`src/rtl/fifo_flags_if.sv`:
```
// Handshake/data bundle between a producer/consumer and the fifo_flags FIFO.
// The master modport is the user side; the slave modport is the FIFO side.
interface fifo_flags_if #(
    parameter int WIDTH = 8,
    parameter int DEPTH = 16
);
    localparam int CW = $clog2(DEPTH) + 1;

    logic             w_en;
    logic             r_en;
    logic [WIDTH-1:0] din;
    logic [WIDTH-1:0] dout;
    logic             rd_valid;
    logic             full;
    logic             empty;
    logic             almost_full;
    logic             almost_empty;
    logic [CW-1:0]    count;
    logic             overflow;
    logic             underflow;

    modport master (
        output w_en, r_en, din,
        input  dout, rd_valid, full, empty, almost_full, almost_empty,
               count, overflow, underflow
    );

    modport slave (
        input  w_en, r_en, din,
        output dout, rd_valid, full, empty, almost_full, almost_empty,
               count, overflow, underflow
    );
endinterface

```
`src/rtl/fifo_flags.sv`:
```
// Single-clock FIFO with fill count, almost-full/almost-empty thresholds and error pulses.
// Define FIFO_FWFT_EN for first-word-fall-through reads; default is one-cycle registered read.
module fifo_flags #(
    parameter int WIDTH     = 8,
    parameter int DEPTH     = 16,
    parameter int AF_THRESH = 14,
    parameter int AE_THRESH = 2
) (
    input  logic         clk,
    input  logic         rst,
    fifo_flags_if.slave  bus
);
    localparam int AW = $clog2(DEPTH);
    localparam int CW = AW + 1;
    localparam logic [CW-1:0] DEPTH_C = CW'(DEPTH);
    localparam logic [CW-1:0] AF_C    = CW'(AF_THRESH);
    localparam logic [CW-1:0] AE_C    = CW'(AE_THRESH);

    logic [WIDTH-1:0] mem [DEPTH];

    logic [AW-1:0] wr_ptr_q, wr_ptr_d;
    logic [AW-1:0] rd_ptr_q, rd_ptr_d;
    logic [CW-1:0] count_q, count_d;
    logic          full_q, full_d;
    logic          empty_q, empty_d;
    logic          almost_full_q, almost_full_d;
    logic          almost_empty_q, almost_empty_d;
    logic          overflow_q, overflow_d;
    logic          underflow_q, underflow_d;
    logic          w_acc, r_acc;
`ifndef FIFO_FWFT_EN
    logic [WIDTH-1:0] dout_q, dout_d;
    logic             rd_valid_q, rd_valid_d;
`endif

    always_comb begin
        // NOTE: every _d gets its hold value first so no path through this block infers a latch.
        wr_ptr_d       = wr_ptr_q;
        rd_ptr_d       = rd_ptr_q;
        count_d        = count_q;
`ifndef FIFO_FWFT_EN
        dout_d         = dout_q;
        rd_valid_d     = 1'b0;
`endif

        // A pop frees a slot in the same edge, so a full FIFO can still take a write.
        r_acc = bus.r_en & ~empty_q;
        w_acc = bus.w_en & (~full_q | r_acc);

        if (w_acc) wr_ptr_d = wr_ptr_q + AW'(1);
        if (r_acc) begin
            rd_ptr_d = rd_ptr_q + AW'(1);
`ifndef FIFO_FWFT_EN
            dout_d     = mem[rd_ptr_q];
            rd_valid_d = 1'b1;
`endif
        end

        case ({w_acc, r_acc})
            2'b10:   count_d = count_q + CW'(1);
            2'b01:   count_d = count_q - CW'(1);
            default: count_d = count_q;
        endcase

        full_d         = (count_d == DEPTH_C);
        empty_d        = (count_d == '0);
        almost_full_d  = (count_d >= AF_C);
        almost_empty_d = (count_d <= AE_C);
        overflow_d     = bus.w_en & ~w_acc;
        underflow_d    = bus.r_en & ~r_acc;
    end

    always_ff @(posedge clk) begin
        // NOTE: sequential state uses non-blocking assignments so every flop samples pre-edge values.
        if (rst) begin
            wr_ptr_q       <= '0;
            rd_ptr_q       <= '0;
            count_q        <= '0;
            full_q         <= 1'b0;
            empty_q        <= 1'b1;
            almost_full_q  <= 1'b0;
            almost_empty_q <= 1'b1;
            overflow_q     <= 1'b0;
            underflow_q    <= 1'b0;
`ifndef FIFO_FWFT_EN
            dout_q         <= '0;
            rd_valid_q     <= 1'b0;
`endif
        end else begin
            wr_ptr_q       <= wr_ptr_d;
            rd_ptr_q       <= rd_ptr_d;
            count_q        <= count_d;
            full_q         <= full_d;
            empty_q        <= empty_d;
            almost_full_q  <= almost_full_d;
            almost_empty_q <= almost_empty_d;
            overflow_q     <= overflow_d;
            underflow_q    <= underflow_d;
`ifndef FIFO_FWFT_EN
            dout_q         <= dout_d;
            rd_valid_q     <= rd_valid_d;
`endif
        end
    end

    // NOTE: storage is deliberately not reset; the pointers alone define which entries are live.
    always_ff @(posedge clk) begin
        if (!rst && w_acc) mem[wr_ptr_q] <= bus.din;
    end

`ifdef FIFO_FWFT_EN
    assign bus.dout     = mem[rd_ptr_q];
    assign bus.rd_valid = ~empty_q;
`else
    assign bus.dout     = dout_q;
    assign bus.rd_valid = rd_valid_q;
`endif
    assign bus.count        = count_q;
    assign bus.full         = full_q;
    assign bus.empty        = empty_q;
    assign bus.almost_full  = almost_full_q;
    assign bus.almost_empty = almost_empty_q;
    assign bus.overflow     = overflow_q;
    assign bus.underflow    = underflow_q;
endmodule

```
`src/flat_wrapper.sv`:
```
// flat-port wrapper written by rule: the top's interface ports become plain ports
module fifo_flags_flat 
#(
    parameter int WIDTH     = 8,
    parameter int DEPTH     = 16,
    parameter int AF_THRESH = 14,
    parameter int AE_THRESH = 2
)
  (clk, rst, bus_w_en, bus_r_en, bus_din, bus_dout, bus_rd_valid, bus_full, bus_empty, bus_almost_full, bus_almost_empty, bus_count, bus_overflow, bus_underflow);
  fifo_flags_if #(.WIDTH(WIDTH), .DEPTH(DEPTH)) bus_i ();
  input  logic clk;
  input  logic rst;
  input wire logic [$bits(bus_i.w_en)-1:0] bus_w_en;
  input wire logic [$bits(bus_i.r_en)-1:0] bus_r_en;
  input wire logic [$bits(bus_i.din)-1:0] bus_din;
  output wire logic [$bits(bus_i.dout)-1:0] bus_dout;
  output wire logic [$bits(bus_i.rd_valid)-1:0] bus_rd_valid;
  output wire logic [$bits(bus_i.full)-1:0] bus_full;
  output wire logic [$bits(bus_i.empty)-1:0] bus_empty;
  output wire logic [$bits(bus_i.almost_full)-1:0] bus_almost_full;
  output wire logic [$bits(bus_i.almost_empty)-1:0] bus_almost_empty;
  output wire logic [$bits(bus_i.count)-1:0] bus_count;
  output wire logic [$bits(bus_i.overflow)-1:0] bus_overflow;
  output wire logic [$bits(bus_i.underflow)-1:0] bus_underflow;
  assign bus_i.w_en = bus_w_en;
  assign bus_i.r_en = bus_r_en;
  assign bus_i.din = bus_din;
  assign bus_dout = bus_i.dout;
  assign bus_rd_valid = bus_i.rd_valid;
  assign bus_full = bus_i.full;
  assign bus_empty = bus_i.empty;
  assign bus_almost_full = bus_i.almost_full;
  assign bus_almost_empty = bus_i.almost_empty;
  assign bus_count = bus_i.count;
  assign bus_overflow = bus_i.overflow;
  assign bus_underflow = bus_i.underflow;
  fifo_flags #(.WIDTH(WIDTH), .DEPTH(DEPTH), .AF_THRESH(AF_THRESH), .AE_THRESH(AE_THRESH)) u_core (.clk(clk), .rst(rst), .bus(bus_i));
endmodule
```
`config.mk`:
```
export PLATFORM = sky130hd
export DESIGN_NAME = fifo_flags_flat
export DESIGN_NICKNAME = d
export VERILOG_FILES = /design/src/rtl/fifo_flags_if.sv /design/src/rtl/fifo_flags.sv /design/src/flat_wrapper.sv
export SDC_FILE = /design/constraint.sdc
export NUM_CORES = 1
export LEC_CHECK = 0
export ABC_AREA = 1
export BUFFER_PORTS_ARGS = -buffer_cell sky130_fd_sc_hd__buf_2
export CAP_MARGIN = 20
export CORE_MARGIN = 3
export CORE_UTILIZATION = 45
export CTS_CLUSTER_DIAMETER = 60
export CTS_CLUSTER_SIZE = 10
export DETAILED_ROUTE_END_ITERATION = 16
export PLACE_DENSITY = 0.71
export SKIP_LAST_GASP = 1
export SLEW_MARGIN = 20
export SYNTH_ARGS = -nofsm -noshare
export SYNTH_HDL_FRONTEND = slang
export SYNTH_SLANG_ARGS = --single-unit
```
`constraint.sdc`:
```
create_clock -name clk -period 3 [get_ports clk]
set_clock_uncertainty 0.05 [all_clocks]
set_input_delay 0 -clock clk [delete_from_list [all_inputs] [get_ports clk]]
set_output_delay 0 -clock clk [all_outputs]
set_load 0.01 [all_outputs]
```
; Word level (Yosys, flattened, before mapping)
; Memory sizes are Yosys's and may differ from the RTL's. A register that Yosys moved wholly into a read port is not among the register bits.
; Index checks and enable logic that the tools add are counted.
[classes]
mux = 4
addsub = 4
n_lt_le_gt_ge = 2
n_eq_ne = 3
reduce_logical = 3
n_bitwise = 9
[op_table]
columns = op, count
row1 = one-hot mux 5 bit (2 select lines), 1
row2 = "adder 4 x 1 -> 4 bit, second input constant", 2
row3 = "adder 5 x 1 -> 5 bit, second input constant", 1
row4 = "== test 5 bit, second input constant", 1
row5 = ">= comparator 5 x 4 -> 1 bit, second input constant", 1
row6 = "<= comparator 5 x 2 -> 1 bit, second input constant", 1
row7 = logical NOT 5 bit, 1
row8 = "subtractor 5 x 1 -> 5 bit, second input constant", 1
row9 = AND 1 bit, 4
row10 = NOT 1 bit, 4
row11 = 2-to-1 mux 1 bit, 3
row12 = "== test 2 x 1 -> 1 bit, second input constant", 1
row13 = "== test 2 bit, second input constant", 1
row14 = logical AND 1 bit, 1
row15 = logical NOT 1 bit, 1
row16 = OR 1 bit, 1
[totals]
out_inout_bits = 20
inputBits = 12
register_bits = 20
ram_bits = 128
mem_count = 1
elab_cells = 36
[mem_list]
columns = name, words, width, rd, rd_clocked_by_memory_dff, wr, line
row1 = u_core.mem, 16, 8, 1, 1, 1, fifo_flags.sv:19  ; logic [WIDTH-1:0] mem [DEPTH];

; Logic depth before layout (Yosys ltp)
; Gate-level depths: netlist of run 1.
[logic_depth]
ltp_word = 7
depth_mapped = 19
ltp_nobuf = 19

; Least setup slack after synthesis of run 1
; No wires, ideal clock.
[synth_path]
kind = flip-flop to flip-flop
from = register u_core.empty_q, in the netlist u_core.bus.empty
to = register u_core.almost_empty_q, in the netlist u_core.bus.almost_empty
stages_incl_launch_ff = 16
synth_period_minus_slack_ns = 2.167
n_path_buf = 1
required_time_ns = 2.835
arrival_time_ns = 2.002
setup_time_ns = 0.115
path_slack_ns = 0.833
path_cell_list = dfxtp_1 nor2_4 clkbuf_1 ha_1 nor2_1 nor2_2 ha_1 inv_1 nand2_1 nand3_1 nand2_1 nand3_1 nand2_1 inv_1 nor2_1 nor2_1
[synth_between]
elab_chain_cells = 7
elab_cells_between_ends = 8
classes_between = order compare (1) / eq/ne (2) / mux (1) / bitwise (4)
[synth_lines]
columns = element, line
row1 = start: declaration, fifo_flags.sv:25  ; logic empty_q, empty_d;
row2 = start signal: assignment, fifo_flags.sv:94  ; empty_q <= empty_d;
row3 = NOT 1 bit (*), fifo_flags.sv:47  ; r_acc = bus.r_en & ~empty_q;
row4 = AND 1 bit (*), fifo_flags.sv:47
row5 = via u_core.r_acc, fifo_flags.sv:30  ; logic w_acc, r_acc;
row6 = OR 1 bit, fifo_flags.sv:48  ; w_acc = bus.w_en & (~full_q | r_acc);
row7 = AND 1 bit, fifo_flags.sv:48
row8 = == test 2 x 1 -> 1 bit or == test 2 bit (tied branches), fifo_flags.sv:59  ; case ({w_acc, r_acc})
row9 = one-hot mux 5 bit (2 select lines) (*), fifo_flags.sv:59
row10 = <= comparator 5 x 2 -> 1 bit (*), fifo_flags.sv:68  ; almost_empty_d = (count_d <= AE_C);
row11 = end signal: assignment, fifo_flags.sv:96  ; almost_empty_q <= almost_empty_d;
row12 = end: declaration, fifo_flags.sv:27  ; logic almost_empty_q, almost_empty_d;
; The timed path passes the listed nets; every way through them passes the cells marked *.
; A chain may end at the register's enable or synchronous reset.

; Worst setup path after layout of run 1
[layout_path]
from = register u_core.empty_q, in the netlist u_core.bus.empty
to = register u_core.empty_q, in the netlist u_core.bus.empty
[layout_between]
elab_chain_cells = 7
elab_cells_between_ends = 8
classes_between = eq/ne (2) / mux (1) / bitwise (4) / reduce/logical (1)
[layout_lines]
columns = element, line
row1 = NOT 1 bit (*), fifo_flags.sv:47
row2 = AND 1 bit (*), fifo_flags.sv:47
row3 = OR 1 bit, fifo_flags.sv:48
row4 = AND 1 bit, fifo_flags.sv:48
row5 = == test 2 x 1 -> 1 bit or == test 2 bit (tied branches), fifo_flags.sv:59
row6 = one-hot mux 5 bit (2 select lines) (*), fifo_flags.sv:59
row7 = logical NOT 5 bit (*), fifo_flags.sv:66  ; empty_d = (count_d == '0);
; Mark *: on every way between the ends. The rest lies on a longest branch, timed or not.

==> impl_metrics.toml, run 1 <==
[clock_tree]
cts-root-buf = "clkbuf_16"
clockBufferDepth = 2
cts.sinks = 156
path_clk_slew_ns = 0.06
clk_latency_ns = 0.42
cts_made_buffers = 17
h-tree-depth = 4
cts_tree = "built"
cts-resized-gates = 0
post_cts_buffers = 0

[placed_design]
port_buffers = 31
gp_congestion = 0.8319
placedInstanceArea_um2 = 6779
hpwlAfterDp_um = 8826

[synth]
synth-seq-area-share_pct = 67.84
synth.most_common_cell = "nand2_1"
syn_nets = 641
syn_area_per_cell_um2 = 10.45
synth_area_leaders = "edfxtp_1 59%, nand2_1 11%, dfxtp_1 8.6%"
ys.flop_type = "edfxtp_1"
netlist_instances = 621
synth_area_leader_cell = "edfxtp_1"
syn_area_um2 = 6492
ys_seq_elements = 156
yosys_warnings = 0
synth_top_area_share_pct = 59.20
yosysUniqueCellTypes = 27
ys_top_cells_by_count = "196 x nand2_1, 128 x edfxtp_1, 107 x nand3_1"
synth_edf_count = 128
async_reset_ff_share_pct = 0

[hold_path]
hold_path_depth = 4
worstHoldStart = "bus_w_en"
hold_class = "in -> reg"
whs_endpoint = "u_core.bus.overflow"

[power_and_ir_drop]
ir_drop_mv = 0.4277
leakage_uw = 0.002958
power_uw = 5414
pwr-share-clk_pct = 39.2
power_frac_seq_pct = 45.5
power.internal_uw = 3993
power_frac_comb_pct = 15.3
p_sw_uw = 1422
cellPowerDensity_nw_per_um2 = 719.0
p_sw_share_pct = 26.26

[detailed_routing]
finalWirelength_um = 14060
drt_iter0_drc = 493
drc_errors = 0
dr.pass1.iters = 5
vias = 4519
drtAntennaViolNets = 0
vias_per_cell = 5.279
routedWlPerCell_um = 16.43

[sta]
finalHoldViolCount = 0
fin_crit_sh_pct = 76.02
setup_violations = 0
tns_ns = 0
fmax_mhz = 438.5
final.min_clock_period_ns = 2.281
rsz0062_at_grt = "no"
final-max-slew-violation-count = 0
slew_headroom_pct = 44.75
worst_pin_slew_ns = 0.8257

[critical_path]
path_max_fanout = 7
path_class = "reg -> reg"
r2r-end = "u_core.bus.empty"
r2r-start = "u_core.bus.empty"
reg2reg_depth = 17
critical_path_arrival_ns = 2.53
ff2ff_setup_slack_ns = 0.72
worstPathRequired_ns = 3.25
end_kind = "flip-flop"
critPathLaunchType = "flip-flop"

[final_layout]
drive_above_1_share_pct = 12.57
stdcell_area_um2 = 7531
antenna_cells = 0
synthToLayoutAreaGrowth_pct = 16.00
nets = 683

[floorplanning]
num_rows = 43
fp.dieArea_um2 = 15910
io_pins = 32
start_util_pct = 46.41
die_w_um = 126.1
fp.dieH_um = 126.1
core-area_um2 = 13990

[flow_run]
drv_cap = 0

[run_status]
status = "finished clean"

[global_route]
grt_overflow_total = 0
grt_pass1_wl_um = 22520
grt_pass1_vias = 4319
grt_antenna_before_repair = 0
grt.total_usage_pct = 18.44
grt_max_degree = 67
-- critical path, cell delays in order, from the launching register on --
cell	delay, ns
dfxtp_1	0.40
nor2_4	0.06
inv_2	0.09
nand2_2	0.07
nand2_2	0.14
ha_1	0.29
nor2_1	0.09
nor2_2	0.13
ha_1	0.15
inv_1	0.04
nand2_1	0.11
inv_1	0.05
nand2_1	0.06
nand2_1	0.06
o21ai_2	0.17
nor2_1	0.08
nand3_1	0.08
nand2_1	0.05
-- area by class of cell --
cell class | instances | area (µm²)
clock inverter | 8 | 45.04
timing repair buffer | 53 | 362.8
fill | 1176 | 6457
tap | 180 | 225.2
multi-input combinational | 402 | 1802
inverter | 33 | 123.9
sequential | 156 | 4405
clock buffer | 24 | 566.8
-- state kept, by name (all words and copies together), names as in the netlist --
signal and count:
u_core.mem 128, u_core.wr_ptr_q 4, u_core.bus.full 1, u_core.bus.almost_empty 1, u_core.bus.overflow 1, u_core.bus.empty 1, u_core.bus.almost_full 1, u_core.bus.dout 8
u_core.rd_ptr_q 4, u_core.bus.underflow 1, u_core.bus.count 5, u_core.bus.rd_valid 1
-- routing by layer --
layer / wire length, µm / up-vias / part of all wire (%) / track usage, %
met1: 6180 / 2144 / 44 / 24.48
met2: 6666 / 170 / 47 / 29.51
met4: 188 / 0 / 1.3 / 5.804
met3: 1028 / 16 / 7.3 / 5.344
li1: - / 2189 / - / -
met5: 0 / - / 0 / 0
-- how the worst max path moves through the flow --
stage,cells after the start,slack (ns),from,to
final,17,0.72,u_core.bus.empty,u_core.bus.empty
after global routing,17,0.49,u_core.bus.empty,u_core.bus.empty
after CTS,17,0.73,u_core.bus.empty,u_core.bus.empty
after detailed placement,17,0.75,u_core.bus.empty,u_core.bus.empty
after global placement,17,0.83,u_core.bus.empty,u_core.bus.empty
after floorplan,15,0.83,u_core.bus.empty,u_core.bus.almost_empty
-- per-stage QoR --
| stage | instances | hold WS (ns) | worst slack, ns | utilization (%) |
|---|---|---|---|---|
| 5_1_grt | 856 | 0.3635 | 0.4880 | 53.84 |
| 2_1_floorplan | 621 | 0.04887 | 0.8333 | - |
| 3_5_place_dp | 811 | 0.1930 | 0.7452 | 48.46 |
| 3_3_place_gp | 811 | 0.2154 | 0.8341 | 48.46 |
| 6_report | 856 | 0.3410 | 0.7195 | 53.84 |
| 4_1_cts | 855 | 0.3289 | 0.7299 | 53.69 |
-- power groups by stage --
| stage | clock network [µW] | registers [µW] | logic, µW |
|---|---|---|---|
| 3_3_place_gp | 0 | 2500 | 792 |
| 6_report | 2120 | 2460 | 830 |
| 2_1_floorplan | 0 | 2530 | 545 |
| 3_5_place_dp | 0 | 2510 | 805 |
| 5_1_grt | 2260 | 2470 | 944 |
| 4_1_cts | 2160 | 2460 | 823 |
-- timing repair --
item / 4_1_cts / 5_1_grt
setup endpoints to repair: 0 / 0
hold buffers: 12 / 0
hold endpoints to repair: 144 / 0
-- layout by cell type (no fill, tap or decap), types with 4 or more instances in the layout --
master         count
inv_2              4
o21ai_1            9
dfxtp_1           27
o21ai_0            6
nand3_1          107
edfxtp_1         128
a21oi_1           14
ha_1               8
dlygate4sd3_1     12
clkinv_2           5
nand2_1          196
buf_2             31
clkbuf_16         21
inv_1             28
nor2_1            47
buf_4              9
-- logic make-up (layout without fill, tap and decap cells) --
kind of cell	count (synthesis)	count (layout)	synth area share [%]
compound gates	30	30	2.370
buf+inv	63	118	4.413
mux	1	1	0.1542
xor+xnor	1	1	0.1349
flops	156	156	67.84
fa+ha+maj	8	8	1.542
simple gates	362	362	23.55
No activity file was read; power rests on OpenSTA's default activity.
==> run 2, diff against run 1 <==
--- a/config.mk
+++ b/config.mk
@@ -5,7 +5,7 @@
 export SDC_FILE = /design/constraint.sdc
 export NUM_CORES = 1
 export LEC_CHECK = 0
-export ABC_AREA = 1
+export ABC_AREA = 0
 export BUFFER_PORTS_ARGS = -buffer_cell sky130_fd_sc_hd__buf_2
 export CAP_MARGIN = 20
 export CORE_MARGIN = 3
==> constraint.sdc (replaced) <==
create_clock -name clk -period 2.2 [get_ports clk]
set_clock_uncertainty 0.05 [all_clocks]
set_input_delay 0 -clock clk [delete_from_list [all_inputs] [get_ports clk]]
set_output_delay 0 -clock clk [all_outputs]
set_load 0.01 [all_outputs]
==> run 2 against run 1 <==
Total power is 45% higher; the flow now finishes with violations (negative setup slack); worst setup slack got worse by 0.81 ns; first-iteration DRC count shrank 39%; critical path type unchanged; clock power up 41%; non-clock buffer count up 24; cell area is 1.5% higher; combinational power increased by 69%; via count is 24% lower.
==> impl_metrics.toml, run 2 <==
[final_layout]
layout_commonest_cell = "edfxtp_1"
largest_reg_flops = 128
top_register = "u_core.mem"
post-route-util_pct = 57.06
mostFrequentLayoutCells = "128 x edfxtp_1, 32 x mux4_2, 31 x buf_2, 31 x buf_4"
nets = 459
synthToLayoutAreaGrowth_pct = 22.17
drive_above_1_share_pct = 34.29
antenna_cells = 0

[hold_path]
hold_path_depth = 3
hold_class = "in -> reg"
whs_endpoint = "u_core.bus.underflow"
worstHoldStart = "bus_r_en"

[floorplanning]
num_rows = 42
io_pins = 32
die_w_um = 123.9
fp.dieArea_um2 = 15360
core-area_um2 = 13400
fp.dieH_um = 123.9
start_util_pct = 46.70

[sta]
worst_pin_slew_ns = 0.4106
final.min_clock_period_ns = 2.294
setup_violations = 4
fin_crit_sh_pct = 104.3
tns_ns = -0.2166
slew_headroom_pct = 72.34
fmax_mhz = 435.9
final-max-slew-violation-count = 0
fin_ws_ns = -0.09412
rsz0062_at_grt = "yes"
finalHoldViolCount = 0

[critical_path]
path_class = "reg -> reg"
r2r-start = "u_core.bus.empty"
critical_path_arrival_ns = 2.59
end_kind = "flip-flop"
cp_cell_sequence = "nand2b_4 > a21boi_4 > inv_2 > ha_4 > xor2_1 > ha_2 > o21a_1 > o22a_1 > o211ai_4 > nor4b_4"
critPathLaunchType = "flip-flop"
crit_buf_inv = 1
worstPathRequired_ns = 2.49
r2r-end = "u_core.bus.full"
cp_top_family = "compound AO/OA/AOI/OAI gates"
slowest_delay_ns = 0.32
cpMaxStageDelayCell = "dfxtp_2"
ff2ff_setup_slack_ns = -0.09
path_max_fanout = 5
reg2reg_depth = 10

[power_and_ir_drop]
power_frac_seq_pct = 44.0
ir_drop_mv = 0.6973
leakage_uw = 0.002650
power.internal_uw = 5822
cellPowerDensity_nw_per_um2 = 1026
pwr-share-clk_pct = 38.1
p_sw_uw = 2026
p_sw_share_pct = 25.81
power_frac_comb_pct = 17.9

[placed_design]
hpwlAfterDp_um = 7885
port_buffers = 31
pre_cts_slack_ns = -0.08907
gp_congestion = 0.7552

[global_route]
grt_pass1_wl_um = 19930
grt_pass1_vias = 3607
grt_antenna_before_repair = 0
grt_max_degree = 36
grt.total_usage_pct = 18.24
grt_overflow_total = 0

[clock_tree]
cts_made_buffers = 17
cts.sinks = 156
cts-root-buf = "clkbuf_16"
clk_latency_ns = 0.43
clockBufferDepth = 2
path_clk_slew_ns = 0.06
cts_tree = "built"
h-tree-depth = 4

[flow_run]
drv_cap = 0

[synth]
synth.most_common_cell = "edfxtp_1"
netlist_instances = 363
ys.flop_type = "edfxtp_1"
syn_area_per_cell_um2 = 17.24
syn_nets = 383
syn_area_um2 = 6259
yosysUniqueCellTypes = 52
yosys_warnings = 0
async_reset_ff_share_pct = 0
synth_edf_count = 128
synth_area_leaders = "edfxtp_1 61%, mux4_2 12%, dfxtp_1 9.0%"
ys_top_cells_by_count = "128 x edfxtp_1, 32 x mux4_2, 28 x dfxtp_1"
synth_top_area_share_pct = 61.42
synth_area_leader_cell = "edfxtp_1"
synth-seq-area-share_pct = 70.37
ys_seq_elements = 156

[detailed_routing]
finalWirelength_um = 12890
routedWlPerCell_um = 20.52
vias_per_cell = 5.481
drt_iter0_drc = 303
drc_errors = 0
dr.pass1.iters = 4
drtAntennaViolNets = 0
vias = 3442

[run_status]
violations = "negative setup slack"
status = "finished, violations left"
[run 2: changes by cell type after synthesis, sizes merged, moves of 5 or more]
cell / before / now
a22o: 0 / 16
and2: 0 / 5
buf: 24 / 11
inv: 32 / 7
mux4: 0 / 32
nand2: 198 / 17
nand2b: 0 / 5
nand3: 108 / 1
nor2: 50 / 26
o21ai: 16 / 11
xor2: 1 / 6
[run 2: area by class of cell]
cell class,count,area (µm²)
inverters,7,28.78
repair buffers,77,568.0
clock buffers,17,425.4
fillers,1014,5754
multi-input cells,180,1814
well taps,176,220.2
clock inverters,15,182.7
flip-flops and latches,156,4407
[run 2: how the worst max path moves through the flow]
stage,start,end,cells past startpoint
3_3_place_gp,u_core.bus.empty,u_core.bus.almost_full,10
6_report,u_core.bus.empty,u_core.bus.full,10
4_1_cts,u_core.bus.empty,u_core.bus.full,10
3_5_place_dp,u_core.bus.empty,u_core.bus.almost_empty,10
2_1_floorplan,u_core.bus.empty,u_core.bus.almost_full,11
5_1_grt,u_core.bus.empty,u_core.bus.full,10
[run 2: stage by stage]
stage / hold WS [ns] / instance area [µm²] / cells / total power [µW]
after floorplan: 0.03400 / 6324 / 363 / 4437
after global placement: 0.2374 / 6860 / 583 / 4776
after detailed placement: 0.2435 / 6860 / 583 / 4824
after CTS: 0.3388 / 7629 / 628 / 7877
after global routing: 0.3938 / 7646 / 628 / 8144
final: 0.3619 / 7646 / 628 / 7847
[run 2: what timing repair did]
action | 4_1_cts | 5_1_grt
resized for setup | 6 | 3
pin swaps | 8 | 0
buffers inserted | 1 | 0
hold buffers | 12 | 0
setup endpoints to repair | 4 | 43
endpoints found under the hold margin | 143 | 0
[run 2: logic make-up (layout without fill, tap and decap cells)]
group           Yosys count  count (layout)  synth area share, %
xor+xnor                  9               9                1.260
buf+inv                  27             116                2.259
mux                      36              36                12.18
compound gates           56              56                6.797
flops                   156             156                70.37
fa+ha+maj                 8               8                1.599
simple gates             71              71                5.538
[run 2: worst reg2reg max path: stages (launching register included)]
cell and delay [ns]:
dfxtp_2 0.32, nand2b_4 0.15, a21boi_4 0.17, inv_2 0.07, ha_4 0.17, xor2_1 0.15, ha_2 0.22, o21a_1 0.20
o22a_1 0.23, o211ai_4 0.25, nor4b_4 0.24
[run 2: metal layers]
layer	track usage, %	vias to the layer above	part of all wire (%)
met5	0	-	0
met4	7.050	0	1.5
met3	4.905	20	7.3
met2	29.20	123	50
met1	23.98	1720	42
li1	-	1579	-
[run 2: power groups by stage]
stage,sequential [µW],clock (µW),combinational (µW)
global route,3470,3160,1520
floorplan,3490,0,943
CTS,3450,3040,1390
finish,3450,2990,1400
global placement,3500,0,1280
detailed placement,3510,0,1310
